[src/rtl/osd_him_pkt_if.sv]
// Handshake bundle between the HIM and its two neighbours: the GLIP word stream and the DII flit ports.
// The master modport is the HIM side; the slave modport is the host/network side.
interface osd_him_pkt_if;
  logic [15:0] glip_in_data;
  logic        glip_in_valid;
  logic        glip_in_ready;
  logic [15:0] glip_out_data;
  logic        glip_out_valid;
  logic        glip_out_ready;
  logic [15:0] dii_out_data;
  logic        dii_out_valid;
  logic        dii_out_last;
  logic        dii_out_ready;
  logic [15:0] dii_in_data;
  logic        dii_in_valid;
  logic        dii_in_last;
  logic        dii_in_ready;

  modport master (
    input  glip_in_data, glip_in_valid, output glip_in_ready,
    output glip_out_data, glip_out_valid, input glip_out_ready,
    output dii_out_data, dii_out_valid, dii_out_last, input dii_out_ready,
    input  dii_in_data, dii_in_valid, dii_in_last, output dii_in_ready
  );

  modport slave (
    output glip_in_data, glip_in_valid, input glip_in_ready,
    input  glip_out_data, glip_out_valid, output glip_out_ready,
    input  dii_out_data, dii_out_valid, dii_out_last, output dii_out_ready,
    output dii_in_data, dii_in_valid, dii_in_last, input dii_in_ready
  );
endinterface

[src/rtl/osd_him_pkt.sv]
// Host interface module: length-prefixed GLIP frames become DII packets (ingress, pass-through),
// DII packets are buffered whole and sent to GLIP behind a length header (egress).
module osd_him_pkt #(
  parameter int BUF_SIZE   = 8,
  parameter int MAX_LEN    = 16,
  parameter int SWAP_BYTES = 1,
  parameter int CNT_W      = 16
) (
  input  logic             clk,
  input  logic             rst,
  osd_him_pkt_if.master    io_bus,
  output logic [CNT_W-1:0] o_ingress_err_cnt,
  output logic [CNT_W-1:0] o_egress_drop_cnt
);
  localparam int AW = (BUF_SIZE > 1) ? $clog2(BUF_SIZE) : 1;
  localparam int CW = $clog2(BUF_SIZE + 1);
  localparam logic [CW-1:0] BUF_LAST  = CW'(BUF_SIZE - 1);
  localparam logic [16:0]   MAX_LEN_V = 17'(MAX_LEN);

  function automatic logic [15:0] f_swap(input logic [15:0] w);
    return (SWAP_BYTES != 0) ? {w[7:0], w[15:8]} : w;
  endfunction

  typedef enum logic [1:0] {IN_HDR, IN_PASS, IN_DISCARD} in_state_t;
  typedef enum logic [1:0] {EG_FILL, EG_DROP, EG_HDR, EG_SEND} eg_state_t;

  in_state_t        r_in_state, w_in_state_next;
  eg_state_t        r_eg_state, w_eg_state_next;
  logic [15:0]      r_rem, w_rem_next;
  logic [CNT_W-1:0] r_err_cnt, r_drop_cnt;
  logic             w_err_inc, w_drop_inc;
  logic [15:0]      w_in_word;
  logic [CW-1:0]    r_cnt, w_cnt_next;
  logic [AW-1:0]    r_rd, w_rd_next;
  logic             w_we;
  logic [15:0]      r_buf [BUF_SIZE];
  logic [15:0]      r_rd_data;

  assign w_in_word         = f_swap(io_bus.glip_in_data);
  assign o_ingress_err_cnt = r_err_cnt;
  assign o_egress_drop_cnt = r_drop_cnt;

  // Ingress: the payload is a zero-latency combinational path from GLIP to DII.
  always_comb begin
    w_in_state_next      = r_in_state;
    w_rem_next           = r_rem;
    w_err_inc            = 1'b0;
    io_bus.glip_in_ready = 1'b0;
    io_bus.dii_out_valid = 1'b0;
    io_bus.dii_out_data  = w_in_word;
    io_bus.dii_out_last  = (r_rem == 16'd1);
    case (r_in_state)
      IN_HDR: begin
        io_bus.glip_in_ready = 1'b1;
        if (io_bus.glip_in_valid) begin
          if (w_in_word == 16'd0) begin
            w_err_inc = 1'b1;
          end else if ({1'b0, w_in_word} > MAX_LEN_V) begin
            w_err_inc       = 1'b1;
            w_rem_next      = w_in_word;
            w_in_state_next = IN_DISCARD;
          end else begin
            w_rem_next      = w_in_word;
            w_in_state_next = IN_PASS;
          end
        end
      end
      IN_PASS: begin
        io_bus.dii_out_valid = io_bus.glip_in_valid;
        io_bus.glip_in_ready = io_bus.dii_out_ready;
        if (io_bus.glip_in_valid && io_bus.dii_out_ready) begin
          w_rem_next = r_rem - 16'd1;
          if (r_rem == 16'd1) w_in_state_next = IN_HDR;
        end
      end
      IN_DISCARD: begin
        io_bus.glip_in_ready = 1'b1;
        if (io_bus.glip_in_valid) begin
          w_rem_next = r_rem - 16'd1;
          if (r_rem == 16'd1) w_in_state_next = IN_HDR;
        end
      end
      default: w_in_state_next = IN_HDR;
    endcase
  end

  // Egress: read address is looked ahead one cycle so the buffer read can be registered.
  always_comb begin
    w_eg_state_next       = r_eg_state;
    w_cnt_next            = r_cnt;
    w_rd_next             = r_rd;
    w_we                  = 1'b0;
    w_drop_inc            = 1'b0;
    io_bus.dii_in_ready   = 1'b0;
    io_bus.glip_out_valid = 1'b0;
    io_bus.glip_out_data  = f_swap(r_rd_data);
    case (r_eg_state)
      EG_FILL: begin
        io_bus.dii_in_ready = 1'b1;
        if (io_bus.dii_in_valid) begin
          w_we       = 1'b1;
          w_cnt_next = r_cnt + 1'b1;
          if (io_bus.dii_in_last)     w_eg_state_next = EG_HDR;
          else if (r_cnt == BUF_LAST) w_eg_state_next = EG_DROP;
        end
      end
      EG_DROP: begin
        io_bus.dii_in_ready = 1'b1;
        if (io_bus.dii_in_valid && io_bus.dii_in_last) begin
          w_drop_inc      = 1'b1;
          w_cnt_next      = '0;
          w_eg_state_next = EG_FILL;
        end
      end
      EG_HDR: begin
        io_bus.glip_out_valid = 1'b1;
        io_bus.glip_out_data  = f_swap(16'(r_cnt));
        w_rd_next             = '0;
        if (io_bus.glip_out_ready) w_eg_state_next = EG_SEND;
      end
      EG_SEND: begin
        io_bus.glip_out_valid = 1'b1;
        if (io_bus.glip_out_ready) begin
          if (CW'(r_rd) == r_cnt - 1'b1) begin
            w_rd_next       = '0;
            w_cnt_next      = '0;
            w_eg_state_next = EG_FILL;
          end else begin
            w_rd_next = r_rd + 1'b1;
          end
        end
      end
      default: w_eg_state_next = EG_FILL;
    endcase
  end

  always_ff @(posedge clk) begin
    if (rst) begin
      r_in_state <= IN_HDR;
      r_eg_state <= EG_FILL;
      r_rem      <= '0;
      r_cnt      <= '0;
      r_rd       <= '0;
      r_err_cnt  <= '0;
      r_drop_cnt <= '0;
    end else begin
      r_in_state <= w_in_state_next;
      r_eg_state <= w_eg_state_next;
      r_rem      <= w_rem_next;
      r_cnt      <= w_cnt_next;
      r_rd       <= w_rd_next;
      if (w_err_inc && (r_err_cnt != '1))   r_err_cnt  <= r_err_cnt + 1'b1;
      if (w_drop_inc && (r_drop_cnt != '1)) r_drop_cnt <= r_drop_cnt + 1'b1;
    end
  end

  // Packet store: written only while filling, so no reset is needed on the array.
  always_ff @(posedge clk) begin
    if (w_we) r_buf[r_cnt[AW-1:0]] <= io_bus.dii_in_data;
    r_rd_data <= r_buf[w_rd_next];
  end
endmodule

[src/flat_wrapper.sv]
// flat-port wrapper written by rule: the top's interface ports become plain ports
module osd_him_pkt_flat 
#(
  parameter int BUF_SIZE   = 8,
  parameter int MAX_LEN    = 16,
  parameter int SWAP_BYTES = 1,
  parameter int CNT_W      = 16
)
  (clk, rst, o_ingress_err_cnt, o_egress_drop_cnt, io_bus_glip_in_data, io_bus_glip_in_valid, io_bus_glip_in_ready, io_bus_glip_out_data, io_bus_glip_out_valid, io_bus_glip_out_ready, io_bus_dii_out_data, io_bus_dii_out_valid, io_bus_dii_out_last, io_bus_dii_out_ready, io_bus_dii_in_data, io_bus_dii_in_valid, io_bus_dii_in_last, io_bus_dii_in_ready);
  osd_him_pkt_if io_bus_i ();
  input  logic clk;
  input  logic rst;
  output logic [CNT_W-1:0] o_ingress_err_cnt;
  output logic [CNT_W-1:0] o_egress_drop_cnt;
  input wire logic [$bits(io_bus_i.glip_in_data)-1:0] io_bus_glip_in_data;
  input wire logic [$bits(io_bus_i.glip_in_valid)-1:0] io_bus_glip_in_valid;
  output wire logic [$bits(io_bus_i.glip_in_ready)-1:0] io_bus_glip_in_ready;
  output wire logic [$bits(io_bus_i.glip_out_data)-1:0] io_bus_glip_out_data;
  output wire logic [$bits(io_bus_i.glip_out_valid)-1:0] io_bus_glip_out_valid;
  input wire logic [$bits(io_bus_i.glip_out_ready)-1:0] io_bus_glip_out_ready;
  output wire logic [$bits(io_bus_i.dii_out_data)-1:0] io_bus_dii_out_data;
  output wire logic [$bits(io_bus_i.dii_out_valid)-1:0] io_bus_dii_out_valid;
  output wire logic [$bits(io_bus_i.dii_out_last)-1:0] io_bus_dii_out_last;
  input wire logic [$bits(io_bus_i.dii_out_ready)-1:0] io_bus_dii_out_ready;
  input wire logic [$bits(io_bus_i.dii_in_data)-1:0] io_bus_dii_in_data;
  input wire logic [$bits(io_bus_i.dii_in_valid)-1:0] io_bus_dii_in_valid;
  input wire logic [$bits(io_bus_i.dii_in_last)-1:0] io_bus_dii_in_last;
  output wire logic [$bits(io_bus_i.dii_in_ready)-1:0] io_bus_dii_in_ready;
  assign io_bus_i.glip_in_data = io_bus_glip_in_data;
  assign io_bus_i.glip_in_valid = io_bus_glip_in_valid;
  assign io_bus_glip_in_ready = io_bus_i.glip_in_ready;
  assign io_bus_glip_out_data = io_bus_i.glip_out_data;
  assign io_bus_glip_out_valid = io_bus_i.glip_out_valid;
  assign io_bus_i.glip_out_ready = io_bus_glip_out_ready;
  assign io_bus_dii_out_data = io_bus_i.dii_out_data;
  assign io_bus_dii_out_valid = io_bus_i.dii_out_valid;
  assign io_bus_dii_out_last = io_bus_i.dii_out_last;
  assign io_bus_i.dii_out_ready = io_bus_dii_out_ready;
  assign io_bus_i.dii_in_data = io_bus_dii_in_data;
  assign io_bus_i.dii_in_valid = io_bus_dii_in_valid;
  assign io_bus_i.dii_in_last = io_bus_dii_in_last;
  assign io_bus_dii_in_ready = io_bus_i.dii_in_ready;
  osd_him_pkt #(.BUF_SIZE(BUF_SIZE), .MAX_LEN(MAX_LEN), .SWAP_BYTES(SWAP_BYTES), .CNT_W(CNT_W)) u_core (.clk(clk), .rst(rst), .io_bus(io_bus_i), .o_ingress_err_cnt(o_ingress_err_cnt), .o_egress_drop_cnt(o_egress_drop_cnt));
endmodule
[config.mk]
export PLATFORM = sky130hd
export DESIGN_NAME = osd_him_pkt_flat
export DESIGN_NICKNAME = d
export VERILOG_FILES = /design/src/rtl/osd_him_pkt_if.sv /design/src/rtl/osd_him_pkt.sv /design/src/flat_wrapper.sv
export SDC_FILE = /design/constraint.sdc
export NUM_CORES = 1
export LEC_CHECK = 0
export CAP_MARGIN = 20
export CORE_MARGIN = 8
export CORE_UTILIZATION = 55
export CTS_BUF_LIST = sky130_fd_sc_hd__clkbuf_16
export CTS_CLUSTER_SIZE = 25
export DETAILED_ROUTE_END_ITERATION = 8
export PLACE_DENSITY = 0.88
export SLEW_MARGIN = 20
export SYNTH_ARGS = -nofsm -noshare
export SYNTH_HDL_FRONTEND = slang
export SYNTH_SLANG_ARGS = --single-unit
[constraint.sdc]
create_clock -name clk -period 2.7 [get_ports clk]
set_input_delay 0.54 -clock clk [delete_from_list [all_inputs] [get_ports clk]]
set_output_delay 0.54 -clock clk [all_outputs]
set_load 0.01 [all_outputs]
* After elaboration in Yosys (flattened, before gate mapping)
Memories as Yosys holds them, arrays and structs flattened. A register that Yosys moved wholly into a read port is not among the register bits.
Cells that the tools add are included.
W data, S select, Z words.
** Storage, ports and cells
- Memories kept :: 1
- Flip-flop bits (word level) :: 59
- Input bits :: 39
- Output and inout bits :: 69
- Memory bits (writable) :: 128
** Memories
- u_core.r_buf :: depth 8, bits a word 16, rd ports 1, clocked after Yosys merged registers in 1, write ports 1, line osd_him_pkt.sv:36 : logic [15:0] r_buf [BUF_SIZE];
** Cells by class
- Eq/ne operators :: 20
- Reductions and logical operators :: 16
- Multiplexer cells :: 43
- Add/sub/neg operators :: 6
- Order comparisons :: 1
** Operators by type and width (count)
- $mux W16 :: 5
- $pmux W16 S3 :: 1
- $add A16 B1 Y16 const B :: 2
- $ne A16 B16 Y1 const B :: 2
- $mux W2 :: 13
- $eq A16 B1 Y1 const B :: 1
- $gt A16 B5 Y1 const B :: 1
- $logic_not A16 Y1 :: 1
- $mux W4 :: 4
- $sub A16 B1 Y16 const B :: 1
- $mux W1 :: 13
- $ne A2 B2 Y1 const B :: 6
- $pmux W4 S3 :: 1
- $reduce_and A5 Y1 :: 2
- $pmux W2 S4 :: 1
- $eq A2 B2 Y1 const B :: 3
- $mux W3 :: 2
- $ne A2 B1 Y1 const B :: 3
- $pmux W2 S3 :: 1
- $pmux W3 S2 :: 1
- $reduce_and A6 Y1 :: 1
- $reduce_bool A3 Y1 :: 2
- $reduce_or A2 Y1 :: 3
- $add A4 B1 Y4 const B :: 1
- 10 further kinds :: 15

* Depth between registers and ports, before layout
Gate-level depths: netlist (run 1).
- Word-level depth :: 6
- Mapped depth :: 12
- Mapped depth without buffers :: 8

* Least setup slack after synthesis (run 1)
OpenSTA, ideal clock, no wires.
- Kind :: register to register
- Start :: reg u_core.r_cnt[1]
- End :: reg u_core.r_rd_data[3], read port of u_core.r_buf
- Data arrival time :: 2.253 ns
- Cell stages (with the launch flop) :: 11
- Period minus slack after synthesis :: 2.394 ns
- Buffers on the path :: 2
- Required time :: 2.559 ns
- Path slack :: 0.306 ns
- Cells stage by stage :: dfxtp_1 -> buf_2 -> inv_1 -> ha_1 -> xor2_1 -> and3_4 -> a21oi_2 -> or2_2 -> nor3_2 -> buf_2 -> a221oi_1
** On the way
- Longest elaborated chain between the ends :: 5
** RTL lines
- start, declared :: line osd_him_pkt.sv:33 : logic [CW-1:0] r_cnt, w_cnt_next;
- start signal, assigned :: line osd_him_pkt.sv:150 : r_cnt <= w_cnt_next;
- $sub A4 B1 Y4 :: line osd_him_pkt.sv:124 : if (CW'(r_rd) == r_cnt - 1'b1) begin
- $eq A3 B4 Y1 :: line osd_him_pkt.sv:124
- $mux W3 :: line osd_him_pkt.sv:124
- $mux W3 :: line osd_him_pkt.sv:123 : if (io_bus.glip_out_ready) begin
- $pmux W3 S2 :: line osd_him_pkt.sv:97 : case (r_eg_state)
- end, declared :: line osd_him_pkt.sv:37 : logic [15:0] r_rd_data;
Every way passes these cells.
A chain may end at the register's enable or synchronous reset.

* Final worst setup path (run 1)
- Start :: reg u_core.r_eg_state[0]
- End :: out io_bus_glip_out_data[9]
** On the way
- Longest elaborated chain between the ends :: 2
** RTL lines
- start, declared :: line osd_him_pkt.sv:28 : eg_state_t r_eg_state, w_eg_state_next;
- start signal, assigned :: line osd_him_pkt.sv:148 : r_eg_state <= w_eg_state_next;
- $eq A2 B2 Y1 :: line osd_him_pkt.sv:97
- $mux W16 :: line osd_him_pkt.sv:97
- end, declared :: line flat_wrapper.sv:18 : output wire logic [$bits(io_bus_i.glip_out_data)-1:0] io_bus_glip_out_data;
Every way passes these cells.

==> results_dict.tcl, run 1 <==
set metrics [dict create \
    die_y_um 144 \
    hold_viol 0 \
    synth_nets 814 \
    powerDensity_nw_per_um2 639 \
    ys_seq_elements 203 \
    slew_headroom_pct 40.4 \
    fin_util_pct 68.6 \
    clk_pin_slew_ps 60 \
    gp_congestion 0.894 \
    syn_inst 764 \
    finalCritPeriodShare_pct 97.2 \
    ctsRootBufferMaster "clkbuf_16" \
    cts_tree "yes" \
    io_buffer_count 107 \
    vias 6649 \
    rsz0062_at_grt "false" \
    async_flop_share_pct 0 \
    setup_viol 0 \
    core.rowCount 47 \
    nets 940 \
    ff2ff_setup_slack_ps 190 \
    dp_hpwl_mm 14.4 \
    crit_required_ps 2160 \
    max_cap_viol_count 0 \
    drc_errors 0 \
    cts.hold.buffers_added 0 \
    yosys_warnings 0 \
    max_freq_mhz 381 \
    cts_sinks 203 \
    area_growth_pct 23.9 \
    yosysMostFrequentCell "edfxtp_1" \
    grt_antenna_before_repair 0 \
    synthDistinctLibCells 71 \
    worstMarginPinSlew_ps 886 \
    viasPerCell 5.90 \
    period_minus_slack_ps 2620 \
    seq_area_um2 5350 \
    crit_fanout 8 \
    grt_start_max_net_pins 41 \
    synthTopCellsByArea "edfxtp_1 (42%), dfxtp_1 (17%), mux2_2 (4.2%)" \
    critPathCaptureType "output pin" \
    skew_ps 31.3 \
    avgSynthCellArea_um2 11.8 \
    dieArea_um2 20800 \
    yosysTopAreaCell "edfxtp_1" \
    grt_pass1_wl_mm 34.3 \
    start_util_pct 55.4 \
    grt_pass1_vias 6421 \
    arrival_ps 2080 \
    synthTopCellsByCount "edfxtp_1 (128), dfxtp_1 (75), nor2_1 (70)" \
    antenna_cells 0 \
    crit_type "reg2out" \
    cts_buffer_depth 3 \
    groute.usage.overall_pct 20.9 \
    gr-total-overflow 0 \
    outcome "finished, final reports clean" \
    p_leak_nw 4.20 \
    cp-start-kind "flop" \
    synth_flop_cell "edfxtp_1" \
    yosysSeqAreaShare_pct 59.1 \
    firstDrtPassIters 4 \
    coreArea_um2 16300 \
    drt_wl_total_mm 21.7 \
    wl_per_cell_um 19.3 \
    hold_path_class "in2reg" \
    synth_edf_count 128 \
    setup_tns_ps 0 \
    io_pins 108 \
    die_w_um 144 \
    placed_area_um2 10500 \
    slew_violations 0 \
    ant_nets 0 \
    clk_latency_ps 510 \
    cts_setup_buffers 0 \
    htree_levels 1 \
    stdcell_area_um2 11200 \
    synth_top_area_share_pct 42.5 \
    syn_area_um2 9050 \
    peakVddDrop_mv 0.512 \
    drt_iter0_drc 596 \
    multi_input_area_um2 3360 \
    cts_buffers 22 \
    drive_above_1_share_pct 14.7 \
    nFillCells 1155 \
]
## kinds of logic (layout without fill, tap and decap cells)
group                    Yosys count  in the layout  synth area share (%)
adder cells (fa/ha/maj)           11             11                  1.52
AND/OR/NAND/NOR                  237            237                  13.4
XOR/XNOR                          29             29                  2.96
buffers and inverters             72            214                  4.31
AO/OA/AOI/OAI                    145            145                  10.9
multiplexers                      67             67                  7.88
flip-flops                       203            203                  59.1
## sequential cells by signal (all words and copies together) (netlist names)
| register | flops |
|---|---|
| u_core.r_in_state | 2 |
| u_core.r_cnt | 4 |
| u_core.r_rem | 16 |
| u_core.r_buf | 128 |
| u_core.r_rd_data | 16 |
| u_core.r_rd | 3 |
| u_core.r_eg_state | 2 |
| u_core.o_egress_drop_cnt | 16 |
| u_core.o_ingress_err_cnt | 16 |
## metrics by stage
stage                     cells  hold WS [ps]  power, mW  setup WS (ps)
after floorplan             764           437       4.02            306
after global placement     1086           445       4.33           32.0
after CTS                  1126           466       7.21           14.3
final                      1126           479       7.17           76.5
after detailed placement   1086           454       4.36           4.73
after global routing       1126           483       7.43           10.1
## placed cells by master (no fill, tap or decap), types with 3 or more instances in the layout
cell type,synthesis,final
nor2_1,70,68
o2bb2ai_1,4,4
a211oi_1,4,4
xor2_1,13,13
nand2b_1,5,5
clkinv_1,2,6
inv_1,17,25
mux2_2,34,34
o22ai_1,16,16
xnor2_1,15,15
a22oi_1,10,10
ha_1,11,11
a31oi_1,4,4
dfxtp_1,75,74
mux2i_1,33,33
edfxtp_1,128,128
nand4_1,10,10
nand2_1,42,41
or3_1,10,10
nor3_2,2,3
a22o_1,3,3
buf_4,18,43
and3_1,12,12
a221oi_1,18,18
clkdlybuf4s50_1,0,104
nor2b_1,5,5
nand3_1,17,17
buf_12,0,3
or4_4,1,3
a21oi_1,26,26
nor4_1,10,10
nor3_1,22,20
o21ai_0,35,35
clkbuf_16,0,22
and2_1,15,15
## report_power, final
part	internal [mW]	total [mW]	leakage (nW)	switching, mW
clock	1.67	2.85	0.368	1.18
combinational	0.386	0.853	2.05	0.466
sequential	3.41	3.47	1.77	0.0588
## critical path, cell delays in order, from the launching register on
cell	delay (ps)
dfxtp_1	310
inv_1	180
nand2_4	140
o21ai_0	350
clkdlybuf4s50_1	620
## layer usage
layer  up-vias  global-route usage (%)  share of wire (%)
li1       3106                       -                  -
met1      3266                    26.9                 42
met2       241                    35.7                 50
met3        36                    2.87                6.3
met4         0                    6.74                2.1
met5         -                       0                  0
## repair_timing
item,4_1_cts,5_1_grt
gates resized for setup,4,10
pin swaps,1,2
setup endpoints to repair,16,13
## layout make-up
class / instances / area share, %
clock inverters: 18 / 1.24
well taps: 220 / 2.45
flip-flops and latches: 203 / 47.7
multi-input cells: 489 / 29.9
repair buffers: 155 / 13.2
clock buffers: 22 / 4.91
inverters: 19 / 0.636
## path summary, 6_finish.rpt
path / endpoint / from / cells after the start
hold / removal: u_core.o_egress_drop_cnt[0]$_SDFFE_PP0P_ / rst / 2
setup / recovery: io_bus_glip_out_data[9] / u_core.r_eg_state[0]$_SDFFE_PP0P_ / 4
setup reg to reg: u_core.r_rd_data[12]$_DFF_P_ / u_core.r_cnt[0]$_SDFFE_PP0P_ / 9
hold reg to reg: u_core.r_rem[15]$_SDFFE_PP0P_ / u_core.r_rem[15]$_SDFFE_PP0P_ / 2
(Power assumes the default switching activity.)
==> run 2, diff against run 1 <==
--- a/config.mk
+++ b/config.mk
@@ -11,7 +11,8 @@
 export CTS_BUF_LIST = sky130_fd_sc_hd__clkbuf_16
 export CTS_CLUSTER_SIZE = 25
 export DETAILED_ROUTE_END_ITERATION = 8
-export PLACE_DENSITY = 0.88
+export DONT_BUFFER_PORTS = 1
+export PLACE_DENSITY_LB_ADDON = 0.1
 export SLEW_MARGIN = 20
 export SYNTH_ARGS = -nofsm -noshare
 export SYNTH_HDL_FRONTEND = slang
==> run 2 against run 1 <==
Effect of this change: utilization down 7.3 points; cell count decreased by 11%; flip-flop and latch count unchanged; maximum frequency grew 2.6%; register-to-register slack worse by 30 ps; critical path type unchanged; global-route usage decreased by 2.0 points; highest routed layer unchanged; sequential share of layout area is 5.7 points higher; clock-buffer cell count unchanged; sequential power about the same; combinational power fell by 29%; hold slack worse by 380 ps; largest cell class unchanged.
==> results_dict.tcl, run 2 (synthesized netlist as in run 1, its figures left out) <==
set metrics [dict create \
    start_util_pct 55.4 \
    gp_congestion 0.824 \
    cts_tree "yes" \
    coreArea_um2 16300 \
    clk_pin_slew_ps 60 \
    grt_pass1_wl_mm 31.1 \
    crit_fanout 7 \
    crit_required_ps 2160 \
    drc_errors 0 \
    crit_chain "or4_1 > nor2_1 > nand4_1 > inv_1" \
    crit_type "reg2out" \
    multi_input_area_um2 3340 \
    hold_path_class "in2reg" \
    area_growth_pct 10.7 \
    switching_share_pct 23.2 \
    io_pins 108 \
    dp.cells 961 \
    mostFrequentLayoutCell "edfxtp_1" \
    cp-start-kind "flop" \
    hold_viol 0 \
    arrival_ps 2020 \
    mostFrequentLayoutCells "edfxtp_1 (128), dfxtp_1 (74), nor2_1 (69)" \
    crit_slowest_cell "or4_1" \
    grt_start_max_net_pins 60 \
    crit_family "simple AND/OR/NAND/NOR gates" \
    htree_levels 1 \
    max_freq_mhz 391 \
    outcome "finished, final reports clean" \
    grt_pass1_vias 5897 \
    drt_iter0_drc 446 \
    die_w_um 144 \
    cts_buffer_depth 3 \
    instances_no_fill 1003 \
    setup_viol 0 \
    max_cap_viol_count 0 \
    drt_wl_total_mm 19.8 \
    p_switching_mw 1.61 \
    seq_area_um2 5350 \
    ctsRootBufferMaster "clkbuf_16" \
    die_y_um 144 \
    seq_power_share_pct 50.1 \
    dp_hpwl_mm 12.7 \
    cts_sinks 203 \
    setup_tns_ps 0 \
    viasPerCell 5.97 \
    period_minus_slack_ps 2560 \
    core.rowCount 47 \
    power_mw 6.95 \
    rsz0062_at_grt "false" \
    vias 5983 \
    p_leak_nw 3.67 \
    cts.hold.buffers_added 0 \
    largest_register_ffs 128 \
    gr-total-overflow 0 \
    peakVddDrop_mv 0.511 \
    nets 817 \
    antenna_cells 0 \
    cts_buffers 22 \
    io_buffer_count 0 \
    slew_violations 0 \
    skew_ps 9.84 \
    clk_latency_ps 510 \
    nFillCells 1348 \
    power_frac_clock_pct 41.3 \
    grt_antenna_before_repair 0 \
    internal_power_mw 5.33 \
    powerDensity_nw_per_um2 693 \
    finalCritPeriodShare_pct 94.7 \
    dieArea_um2 20800 \
    comb_power_share_pct 8.7 \
    worstMarginPinSlew_ps 678 \
    slew_headroom_pct 54.5 \
    crit_buf_inv 1 \
    ant_nets 0 \
    slowest_delay_ps 650 \
    drive_above_1_share_pct 14.6 \
    firstDrtPassIters 5 \
    critPathCaptureType "output pin" \
    wl_per_cell_um 19.7 \
    groute.usage.overall_pct 18.9 \
]
-- run 2: what timing repair did --
action,in CTS,in global routing
resized for setup,0,4
setup buffers,0,2
endpoints found under the setup margin,0,28
-- run 2: final timing paths --
| kind | from | to | slack [ps] | cells after the start |
|---|---|---|---|---|
| min reg2reg | u_core.r_rem[15]$_SDFFE_PP0P_ | u_core.r_rem[15]$_SDFFE_PP0P_ | 470 | 2 |
| min | rst | u_core.r_rem[9]$_SDFFE_PP0P_ | 100 | 1 |
| max | u_core.r_rem[7]$_SDFFE_PP0P_ | io_bus_dii_out_last | 140 | 4 |
| max reg2reg | u_core.r_cnt[0]$_SDFFE_PP0P_ | u_core.r_rd_data[4]$_DFF_P_ | 160 | 9 |
-- run 2: metrics by stage --
step	cell area (µm²)	worst slack [ps]	utilization, %	hold WS, ps
final	10000	143	61.3	96.7
after global placement	9290	161	56.8	444
after floorplan	9050	306	-	437
after detailed placement	9290	94.1	56.8	458
after global routing	10000	17.8	61.3	84.0
after CTS	9990	6.56	61.1	78.1
-- run 2: routing by layer --
metal	wire length [µm]	track usage [%]
met2	9290	30.5
met4	475	5.59
met5	0	0
met3	1550	5.02
met1	8440	24.6
-- run 2: layout make-up --
cell class                      count  area share [%]
Clock buffer                       22            5.49
Timing Repair Buffer               32            2.77
Multi-Input combinational cell    489            33.3
Tap cell                          220            2.75
Clock inverter                     18            1.55
Sequential cell                   203            53.3
Inverter                           19           0.749
-- run 2: worst reg2reg max path, delay by kind of cell (launching register included) --
family	cells	cell delay, ps
buf+inv	2	380
compound gates	3	440
fa+ha+maj	1	240
mux	1	350
simple gates	1	430
xor+xnor	1	250
flops	1	330
-- run 2: power groups by stage --
stage / Sequential, mW / Combinational (mW) / Clock [mW]
detailed placement: 3.54 / 0.596 / 0
global placement: 3.54 / 0.579 / 0
CTS: 3.48 / 0.600 / 2.93
finish: 3.48 / 0.602 / 2.87
global route: 3.49 / 0.672 / 3.06
floorplan: 3.52 / 0.505 / 0
